<file path="config.mk">
export PLATFORM = sky130hd
export DESIGN_NAME = comet_ii_decode_seq_flat
export DESIGN_NICKNAME = d
export VERILOG_FILES = /design/src/rtl/comet_ii_decode_seq_if.sv /design/src/rtl/comet_ii_decode_seq.sv /design/src/flat_wrapper.sv
export SDC_FILE = /design/constraint.sdc
export NUM_CORES = 1
export LEC_CHECK = 0
export ABC_AREA = 1
export CAP_MARGIN = 20
export CELL_PAD_IN_SITES_DETAIL_PLACEMENT = 0
export CELL_PAD_IN_SITES_GLOBAL_PLACEMENT = 2
export CORE_AREA = 5 5 146 106
export DETAILED_ROUTE_END_ITERATION = 12
export DIE_AREA = 0 0 151 111
export GPL_ROUTABILITY_DRIVEN = 0
export PLACE_DENSITY_LB_ADDON = 0.12
export SETUP_SLACK_MARGIN = 0.2
export SLEW_MARGIN = 20
export SYNTH_ARGS = -nofsm -noshare
export SYNTH_HDL_FRONTEND = slang
export SYNTH_SLANG_ARGS = --single-unit
</file>
<file path="constraint.sdc">
create_clock -name clk -period 6.5 [get_ports clk]
set_input_delay 0.65 -clock clk [delete_from_list [all_inputs] [get_ports clk]]
set_output_delay 0.65 -clock clk [all_outputs]
set_load 0.1 [all_outputs]
</file>
<file path="src/rtl/comet_ii_decode_seq_if.sv">
// Instruction-fetch bus between instruction memory (master) and the
// COMET II decoder (slave).
//
// Handshake: a word transfers on every posedge where iw_valid and iw_ready
// are both 1. The master holds iw_data stable while iw_valid is high and the
// word has not transferred yet. iw_ready depends only on decoder state, never
// on iw_valid.
interface comet_ii_decode_seq_if #(
  parameter int WORD_W = 16
);
  logic [WORD_W-1:0] iw_data;
  logic              iw_valid;
  logic              iw_ready;

  modport master (output iw_data, output iw_valid, input iw_ready);
  modport slave  (input iw_data, input iw_valid, output iw_ready);
endinterface

</file>
<file path="src/rtl/comet_ii_decode_seq.sv">
// COMET II decoder / sequencer.
// Fetches instruction words through a small prefetch FIFO, splits 1- and
// 2-word instructions, and drives registered ALU mode and control strobes.
// The IDLE/INIT/IFET1/IFET2/EXEC/WBACK state is visible on o_state.
// Optional feature: define COMET_DEC_ILLEGAL_TRAP_EN to trap undefined
// opcodes (sticky o_illegal, return to IDLE, FIFO flush). Without it,
// undefined opcodes run as a 1-word NOP.
module comet_ii_decode_seq #(
  parameter int WORD_W   = 16,
  parameter int REG_W    = 4,
  parameter int PF_DEPTH = 2
) (
  input  logic                 clk,
  input  logic                 rst_n,
  comet_ii_decode_seq_if.slave iw_bus,
  input  logic                 i_start,
  input  logic [2:0]           i_fr,        // {OF,SF,ZF}
  input  logic                 i_exec_done,
  output logic [2:0]           o_state,
  output logic [7:0]           o_op_code,
  output logic [REG_W-1:0]     o_r_r1,
  output logic [REG_W-1:0]     o_x_r2,
  output logic [WORD_W-1:0]    o_adr,
  output logic [3:0]           o_alu_mode,
  output logic [11:0]          o_ctrl,      // {inc_PR,r_adr_x,r1_r2,ld,store,lad,jump,dec_SP,push,pop,call,ret}
  output logic                 o_illegal
);
  localparam int PTR_W = (PF_DEPTH > 1) ? $clog2(PF_DEPTH) : 1;
  localparam int CNT_W = PTR_W + 1;
  localparam logic [CNT_W-1:0] FULL_CNT = CNT_W'(PF_DEPTH);

  typedef enum logic [2:0] {
    S_IDLE  = 3'd0,
    S_INIT  = 3'd1,
    S_IFET1 = 3'd2,
    S_IFET2 = 3'd3,
    S_EXEC  = 3'd4,
    S_WBACK = 3'd5
  } state_t;

  state_t              r_state, w_state_n;
  logic [WORD_W-1:0]   r_mem [PF_DEPTH];
  logic [PTR_W-1:0]    r_wr_ptr, r_rd_ptr;
  logic [CNT_W-1:0]    r_count, w_count_n;
  logic                w_push, w_pop, w_flush;
  logic [WORD_W-1:0]   w_head;
  logic [7:0]          w_head_op;
  logic [7:0]          r_op, w_op_n;
  logic [REG_W-1:0]    r_r1, w_r1_n, r_x2, w_x2_n;
  logic [WORD_W-1:0]   r_adr, w_adr_n;
  logic [3:0]          r_alu, w_alu_n;
  logic [11:0]         r_ctrl, w_ctrl_n;
  logic                r_illegal, w_illegal_n;

  // Opcodes that belong to the COMET II instruction set (SVC excluded).
  function automatic logic f_legal(input logic [7:0] op);
    case (op)
      8'h00, 8'h10, 8'h11, 8'h12, 8'h14,
      8'h20, 8'h21, 8'h22, 8'h23, 8'h24, 8'h25, 8'h26, 8'h27,
      8'h30, 8'h31, 8'h32, 8'h34, 8'h35, 8'h36,
      8'h40, 8'h41, 8'h44, 8'h45,
      8'h50, 8'h51, 8'h52, 8'h53,
      8'h61, 8'h62, 8'h63, 8'h64, 8'h65, 8'h66,
      8'h70, 8'h71, 8'h80, 8'h81: f_legal = 1'b1;
      default:                    f_legal = 1'b0;
    endcase
  endfunction

  // Unknown opcodes are always treated as 1-word.
  function automatic logic f_two_word(input logic [7:0] op);
    f_two_word = f_legal(op) &&
                 ((op[7:4] == 4'h6) ||
                  (!op[2] && op != 8'h00 && op != 8'h71 && op != 8'h81));
  endfunction

  // Bit 2 is masked so register forms share the memory-form ALU code.
  function automatic logic [3:0] f_alu(input logic [7:0] op);
    logic [3:0] m;
    case (op & 8'hFB)
      8'h10:   m = 4'h7;
      8'h20:   m = 4'h8;
      8'h21:   m = 4'h9;
      8'h22:   m = 4'hA;
      8'h23:   m = 4'hB;
      8'h30:   m = 4'hC;
      8'h31:   m = 4'hD;
      8'h32:   m = 4'hE;
      8'h40:   m = 4'h0;
      8'h41:   m = 4'h1;
      8'h52:   m = 4'h2;
      8'h53:   m = 4'h3;
      8'h50:   m = 4'h4;
      8'h51:   m = 4'h5;
      default: m = 4'hF;
    endcase
    f_alu = f_legal(op) ? m : 4'hF;
  endfunction

  // EXEC-cycle strobes; undefined opcodes produce all zeros.
  function automatic logic [11:0] f_exec_ctrl(input logic [7:0] op,
                                              input logic [3:0] alu,
                                              input logic [2:0] fr);
    logic [11:0] c;
    c = '0;
    if (f_legal(op)) begin
      if (alu != 4'hF)                    c[10:9] = (op[3:2] == 2'b00) ? 2'b10 : 2'b01;
      else if (op == 8'h71 || op == 8'h81) c[10:9] = 2'b00;
      else                                c[10:9] = 2'b10;
      c[8] = (alu != 4'hF) && (op[7:4] != 4'h4);
      c[7] = (op == 8'h11);
      c[6] = (op == 8'h12);
      case (op)
        8'h61:                c[5] = fr[1];
        8'h62:                c[5] = !fr[0];
        8'h63:                c[5] = fr[0];
        8'h64, 8'h80, 8'h81:  c[5] = 1'b1;
        8'h65:                c[5] = !fr[1] && !fr[0];
        8'h66:                c[5] = fr[2];
        default:              c[5] = 1'b0;
      endcase
      c[3] = (op == 8'h70);
      c[2] = (op == 8'h71);
      c[1] = (op == 8'h80);
      c[0] = (op == 8'h81);
    end
    f_exec_ctrl = c;
  endfunction

  assign iw_bus.iw_ready = (r_count != FULL_CNT);
  assign w_push    = iw_bus.iw_valid && iw_bus.iw_ready;
  assign w_pop     = ((r_state == S_IFET1) || (r_state == S_IFET2)) && (r_count != '0);
  assign w_head    = r_mem[r_rd_ptr];
  assign w_head_op = w_head[WORD_W-1 -: 8];

  // Next state, next latched fields and next strobes (strobes follow the next state).
  always_comb begin
    w_state_n   = r_state;
    w_op_n      = r_op;
    w_r1_n      = r_r1;
    w_x2_n      = r_x2;
    w_adr_n     = r_adr;
    w_alu_n     = r_alu;
    w_illegal_n = r_illegal;
    w_flush     = 1'b0;
    w_ctrl_n    = '0;
    case (r_state)
      S_IDLE: begin
        if (i_start) begin
          w_state_n   = S_INIT;
          w_illegal_n = 1'b0;
        end
      end
      S_INIT: w_state_n = S_IFET1;
      S_IFET1: begin
        if (w_pop) begin
          w_op_n  = w_head_op;
          w_r1_n  = w_head[WORD_W-9 -: REG_W];
          w_x2_n  = w_head[WORD_W-9-REG_W -: REG_W];
          w_adr_n = '0;
          w_alu_n = f_alu(w_head_op);
`ifdef COMET_DEC_ILLEGAL_TRAP_EN
          if (!f_legal(w_head_op)) begin
            w_illegal_n = 1'b1;
            w_flush     = 1'b1;
            w_state_n   = S_IDLE;
          end else
`endif
          if (f_two_word(w_head_op)) w_state_n = S_IFET2;
          else                       w_state_n = S_EXEC;
        end
      end
      S_IFET2: begin
        if (w_pop) begin
          w_adr_n   = w_head;
          w_state_n = S_EXEC;
        end
      end
      S_EXEC: begin
        if (i_exec_done) begin
          // A taken jump discards everything prefetched, including this cycle's word.
          w_flush   = r_ctrl[5];
          w_state_n = r_ctrl[8] ? S_WBACK : S_IFET1;
        end
      end
      S_WBACK: w_state_n = S_IFET1;
      default: w_state_n = S_IDLE;
    endcase

    if (w_flush) w_count_n = '0;
    else         w_count_n = r_count + CNT_W'(w_push) - CNT_W'(w_pop);

    case (w_state_n)
      S_IFET2: begin
        w_ctrl_n[10] = 1'b1;
        w_ctrl_n[4]  = (w_op_n == 8'h70) || (w_op_n == 8'h80);
      end
      S_EXEC:  w_ctrl_n = f_exec_ctrl(w_op_n, w_alu_n, i_fr);
      default: w_ctrl_n = '0;
    endcase
    // A fetch state with a non-empty FIFO pops in that cycle.
    if (w_state_n == S_IFET1 || w_state_n == S_IFET2)
      w_ctrl_n[11] = (w_count_n != '0);
  end

  // Sequencer state register.
  always_ff @(posedge clk) begin
    if (!rst_n) r_state <= S_IDLE;
    else        r_state <= w_state_n;
  end

  // Prefetch FIFO pointers and occupancy.
  always_ff @(posedge clk) begin
    if (!rst_n) begin
      r_wr_ptr <= '0;
      r_rd_ptr <= '0;
      r_count  <= '0;
    end else begin
      r_count <= w_count_n;
      if (w_flush) begin
        r_wr_ptr <= '0;
        r_rd_ptr <= '0;
      end else begin
        if (w_push) r_wr_ptr <= r_wr_ptr + PTR_W'(1);
        if (w_pop)  r_rd_ptr <= r_rd_ptr + PTR_W'(1);
      end
    end
  end

  // Prefetch FIFO storage.
  always_ff @(posedge clk) begin
    if (rst_n && w_push && !w_flush) r_mem[r_wr_ptr] <= iw_bus.iw_data;
  end

  // Latched instruction fields and registered strobes.
  always_ff @(posedge clk) begin
    if (!rst_n) begin
      r_op      <= '0;
      r_r1      <= '0;
      r_x2      <= '0;
      r_adr     <= '0;
      r_alu     <= 4'hF;
      r_ctrl    <= '0;
      r_illegal <= 1'b0;
    end else begin
      r_op      <= w_op_n;
      r_r1      <= w_r1_n;
      r_x2      <= w_x2_n;
      r_adr     <= w_adr_n;
      r_alu     <= w_alu_n;
      r_ctrl    <= w_ctrl_n;
      r_illegal <= w_illegal_n;
    end
  end

  assign o_state    = r_state;
  assign o_op_code  = r_op;
  assign o_r_r1     = r_r1;
  assign o_x_r2     = r_x2;
  assign o_adr      = r_adr;
  assign o_alu_mode = r_alu;
  assign o_ctrl     = r_ctrl;
  assign o_illegal  = r_illegal;
endmodule

</file>
<file path="src/flat_wrapper.sv">
// flat-port wrapper written by rule: the top's interface ports become plain ports
module comet_ii_decode_seq_flat 
#(
  parameter int WORD_W   = 16,
  parameter int REG_W    = 4,
  parameter int PF_DEPTH = 2
)
  (clk, rst_n, i_start, i_fr, i_exec_done, o_state, o_op_code, o_r_r1, o_x_r2, o_adr, o_alu_mode, o_ctrl, o_illegal, iw_bus_iw_data, iw_bus_iw_valid, iw_bus_iw_ready);
  comet_ii_decode_seq_if #(.WORD_W(WORD_W)) iw_bus_i ();
  input  logic clk;
  input  logic rst_n;
  input  logic i_start;
  input  logic [2:0] i_fr;
  input  logic i_exec_done;
  output logic [2:0] o_state;
  output logic [7:0] o_op_code;
  output logic [REG_W-1:0] o_r_r1;
  output logic [REG_W-1:0] o_x_r2;
  output logic [WORD_W-1:0] o_adr;
  output logic [3:0] o_alu_mode;
  output logic [11:0] o_ctrl;
  output logic o_illegal;
  input wire logic [$bits(iw_bus_i.iw_data)-1:0] iw_bus_iw_data;
  input wire logic [$bits(iw_bus_i.iw_valid)-1:0] iw_bus_iw_valid;
  output wire logic [$bits(iw_bus_i.iw_ready)-1:0] iw_bus_iw_ready;
  assign iw_bus_i.iw_data = iw_bus_iw_data;
  assign iw_bus_i.iw_valid = iw_bus_iw_valid;
  assign iw_bus_iw_ready = iw_bus_i.iw_ready;
  comet_ii_decode_seq #(.WORD_W(WORD_W), .REG_W(REG_W), .PF_DEPTH(PF_DEPTH)) u_core (.clk(clk), .rst_n(rst_n), .iw_bus(iw_bus_i), .i_start(i_start), .i_fr(i_fr), .i_exec_done(i_exec_done), .o_state(o_state), .o_op_code(o_op_code), .o_r_r1(o_r_r1), .o_x_r2(o_x_r2), .o_adr(o_adr), .o_alu_mode(o_alu_mode), .o_ctrl(o_ctrl), .o_illegal(o_illegal));
endmodule
</file>
After elaboration in Yosys (flattened, before gate mapping)
Memory sizes are Yosys's and may differ from the RTL's. A register that Yosys moved wholly into a read port is not among the register bits.
Index checks and enable logic that the tools add are counted.
Widths: inputs -> output; s select.
Cells by class
  mux-type cells: 34
  equal/unequal tests: 102
  reductions and logical operators: 37
  add/subtract/negate cells: 4
  bitwise logic cells: 1
Operator list (count)
  $eq 8x7->1 const B: 32
  $eq 8x6->1 const B: 28
  $reduce_or 37->1: 2
  $eq 8x5->1 const B: 8
  $pmux 4 s14: 1
  $eq 7x5->1 const B: 7
  $eq 7x6->1 const B: 6
  $eq 8x8->1 const B: 4
  $mux 16: 2
  $pmux 16 s2: 1
  $mux 3: 6
  $logic_not 8->1: 2
  $mux 8: 2
  $pmux 3 s5: 1
  $eq 3x2->1 const B: 4
  $mux 4: 3
  $mux 1: 11
  $logic_and 1x1->1: 10
  $eq 3x3->1 const B: 3
  $mux 2: 4
  $ne 8x7->1 const B: 1
  $ne 8x8->1 const B: 1
  $reduce_bool 8->1: 1
  $eq 7x4->1 const B: 1
  22 further kinds: 37
Word-level totals
  output and inout bits: 53
  memory bits (writable): 32
  input port bits: 24
  word-level logic and storage cells: 192
  memories: 1
  flip-flop bits (word level): 55
Memory list
  u_core.r_mem: depth 2, bits a word 16, read ports 1, clocked after memory_dff 1, write ports 1, line comet_ii_decode_seq.sv:42  | logic [WORD_W-1:0] r_mem [PF_DEPTH];

Logic depth before layout (Yosys ltp)
  word-level depth: 13
  mapped depth: 21
  depth with buffers taken out: 19

Least setup slack after synthesis
OpenSTA, ideal clock, no wires.
  kind: register to register
  from: register u_core.r_state[0] (netlist: u_core.o_state[0])
  to: memory u_core.r_mem[1][0] (enable)
  stages on the path, launching flop included: 7
  data arrival time: 2.654 ns
  path slack: 3.437 ns
  cells stage by stage: dfxtp_1 -> nor2_1 -> inv_1 -> nor2_1 -> nand3_1 -> nand2_1 -> nor3_1
Between the ends
  cells in the longest elaborated chain, start to end: 6
RTL lines
  start: declaration: line comet_ii_decode_seq.sv:41  | state_t r_state, w_state_n;
  start signal: assignment: line comet_ii_decode_seq.sv:208  | else r_state <= w_state_n;
  $eq 3x3->1: line comet_ii_decode_seq.sv:146  | case (r_state)
  $mux 1: line comet_ii_decode_seq.sv:146
  $logic_not 1->1: line comet_ii_decode_seq.sv:231  | if (rst_n && w_push && !w_flush) r_mem[r_wr_ptr] <= iw_bus.iw_data;
  $logic_and 1x1->1: line comet_ii_decode_seq.sv:231
  $mux 1: line comet_ii_decode_seq.sv:231
  $mux 1 (not written as such): line comet_ii_decode_seq.sv:231
  end: declaration: line comet_ii_decode_seq.sv:42
Every way passes these cells.

==> reports/qor.csv <==
metric;value;unit
status;finished, final reports clean;
grt ovf;0;
sequential area share after synthesis;47.6;%
TritonCTS clock tree;built;
CTS Hold Buffers Added;0;
Fin. Hold Viols;0;
CTS sink cnt;88;
Post-Syn Area;4380;µm²
Data arrival, critical path;3.35;ns
max cap viols;0;
Synth Register Bits;88;
Crit path depth;18;
final period utilization;47.8;%
critical path's most frequent cell;nand2_1;
area of the multi-input gates;2000;µm²
M1 wire length;6.38;mm
ANT cells;0;
LEAKAGE;2.29;nW
die height;111;µm
critical-path cell list;inv_4 -> nand2_1 -> nand2_1 -> nand2_2 -> nor2_1 -> and2_1 -> nor2_1 -> nand2_1 -> nor2_2 -> nand2_2 -> nand2_1 -> nand2_1 -> nor2_1 -> nand2_1 -> nand2_1 -> nand2_1 -> nand3_1 -> nand2_1;
Final #Nets;674;
maximum vdd drop;0.158;mV
worst reg-to-reg setup slack;3.40;ns
number of enable flip-flop cells after synthesis;32;
CP Buf/Inv Count;1;
Critical Path Sink Type;register;
routed via count;3794;
highest metal used;met4;
first drt pass iteration count;4;
Starting Density;31.8;%
Max Slew Vio Count;0;
routed wl met2;5.37;mm
Fin Setup TNS;0;ns
DRT iter0 DRCs;199;
leading area contributor after synthesis;dfxtp_1;
Final HPWL DP;9.28;mm
met3 routed wirelength;524;µm
dominant synthesized flop cell;dfxtp_1;
Yosys Warn Count;0;
Post-synth top cells;203 x nand2_1, 66 x nor2_1, 56 x dfxtp_1;
post-cts sizing count;0;
ys async rst share;0;%
critical path peak fanout;25;
Root Buffer;clkbuf_16;
layout cell share with drive strength beyond 1;14.2;%
Clock transition at path regs;0.07;ns
Critical Path Slowest Stage Cell;dfxtp_1;
CP peak stage delay;0.91;ns
PwrDens;322;nW/µm²
vias in the first global route;3783;
Final min period;3.10;ns
most frequent cell after synthesis;nand2_1;
final WL;12.3;mm
Mapped Cells;574;
clock tree buffer depth;2;
Setup CP Type;reg2reg;
worst-margin pin slew;1.01;ns
row cnt;36;
Top delay family on crit path;simple AND/OR/NAND/NOR gates;
Final setup viols;0;
Residual DRC;0;
Setup Skew;0.00679;ns
Reg area;2080;µm²
Clock Latency Late Sink;0.34;ns
P&R area growth vs syn;28.2;%
WP data required;6.74;ns
Setup Fix Bufs, Post-CTS;0;
post-synth top area share;25.6;%
detailed-route vias per instance;4.50;
Avg WL per Cell;14.6;µm
DRT antenna net count;0;
leading post-synthesis cells by cell area;dfxtp_1 26%, edfxtp_1 22%, nand2_1 17%;
syn_nets;600;
final setup margin;3.40;ns
unrepaired setup endpoints after global routing;no;
first-pass GRT wire length;20.2;mm
full die area;16800;µm²
largest net degree at the start of global routing;28;
Top Ports;77;
Distinct cells, synth;44;
Num CTS Buffers;9;
WHS Path Cells;2;
Syn Area/Cell;7.63;µm²
hold_ws;0.467;ns
Worst Hold Class;reg2reg;
Fmax;322;MHz
reg2reg path depth;18;
GRT Util Overall;15.3;%
port bufs;75;
H-tree depth;3;
Worst Setup Start Kind;register;
total core area;13800;µm²
pre-CTS WS;3.38;ns
antenna violations before repair;0;
Slew HR;32.1;%
die width;151;µm
fill count;1441;
## worst paths after layout
check | from | to
hold / removal | u_core.o_x_r2[3] | u_core.o_x_r2[3]
setup reg to reg | register | u_core.o_ctrl[10]
setup / recovery | register | u_core.o_ctrl[10]
hold reg to reg | u_core.o_x_r2[3] | u_core.o_x_r2[3]
## per-layer routing
layer  GRT usage [%]  up-vias
met2            22.9       68
met4            2.84        0
met3            3.76        6
li1                -     1962
met5               0        -
met1            22.4     1758
## area by class of cell
type	count	share of cell area, %
Tap cell	190	4.24
Clock buffer	9	4.01
Clock inverter	7	1.36
Timing Repair Buffer	78	14.1
Multi-Input combinational cell	419	35.6
Sequential cell	88	37.1
Inverter	52	3.57
## worst reg2reg max path: stages, from the launching register on
cell,delay (ns)
dfxtp_1,0.91
inv_4,0.28
nand2_1,0.13
nand2_1,0.19
nand2_2,0.15
nor2_1,0.06
and2_1,0.13
nor2_1,0.10
nand2_1,0.07
nor2_2,0.10
nand2_2,0.14
nand2_1,0.10
nand2_1,0.06
nor2_1,0.16
nand2_1,0.15
nand2_1,0.09
nand2_1,0.06
nand3_1,0.08
nand2_1,0.05
## cells by family after synthesis
family          after synthesis  share of synthesized area (%)
simple gates                355                           36.2
flops                        88                           47.6
buf+inv                      67                           6.97
compound gates               59                           8.20
xor+xnor                      2                          0.400
fa+ha+maj                     2                          0.572
other cells                   1                         0.0857
## where the power goes
part / switching [W] / leakage, nW / internal, W
registers: 0.0000334 / 0.746 / 0.000613
logic: 0.000467 / 1.40 / 0.000168
clock network: 0.000251 / 0.150 / 0.000275
## flip-flops by register name, summed over array words and instances, names as in the netlist, 2 cells and up, named ones only
register           flops
u_core.o_state         3
u_core.o_op_code       8
u_core.o_ctrl         12
u_core.o_r_r1          4
u_core.o_adr          16
u_core.r_count         2
u_core.o_x_r2          4
u_core.o_alu_mode      4
u_core.r_mem          32
## placed cells by master (no fill, tap or decap), drive strengths merged, types with 2 or more instances in the layout
master / Yosys / routed
nand4: 4 / 4
edfxtp: 32 / 32
nand3: 20 / 20
buf: 10 / 3
nand2: 225 / 225
nor3: 10 / 10
clkbuf: 5 / 9
dfxtp: 56 / 56
ha: 2 / 2
or2: 9 / 9
clkinv: 2 / 3
nor2: 84 / 84
inv: 50 / 56
clkdlybuf4s50: 0 / 75
o21ai: 16 / 16
a21oi: 37 / 37
## metrics by stage
step                      cells  power [W]  utilization, %  cell area, µm²
after detailed placement    827    0.00130            38.5            5310
final                       843    0.00181            40.7            5610
after global placement      826    0.00130            38.3            5280
after global routing        843    0.00192            40.7            5610
after floorplan             574    0.00115               -            4380
after CTS                   843    0.00183            40.7            5610
No activity file was read; power rests on OpenSTA's default activity.
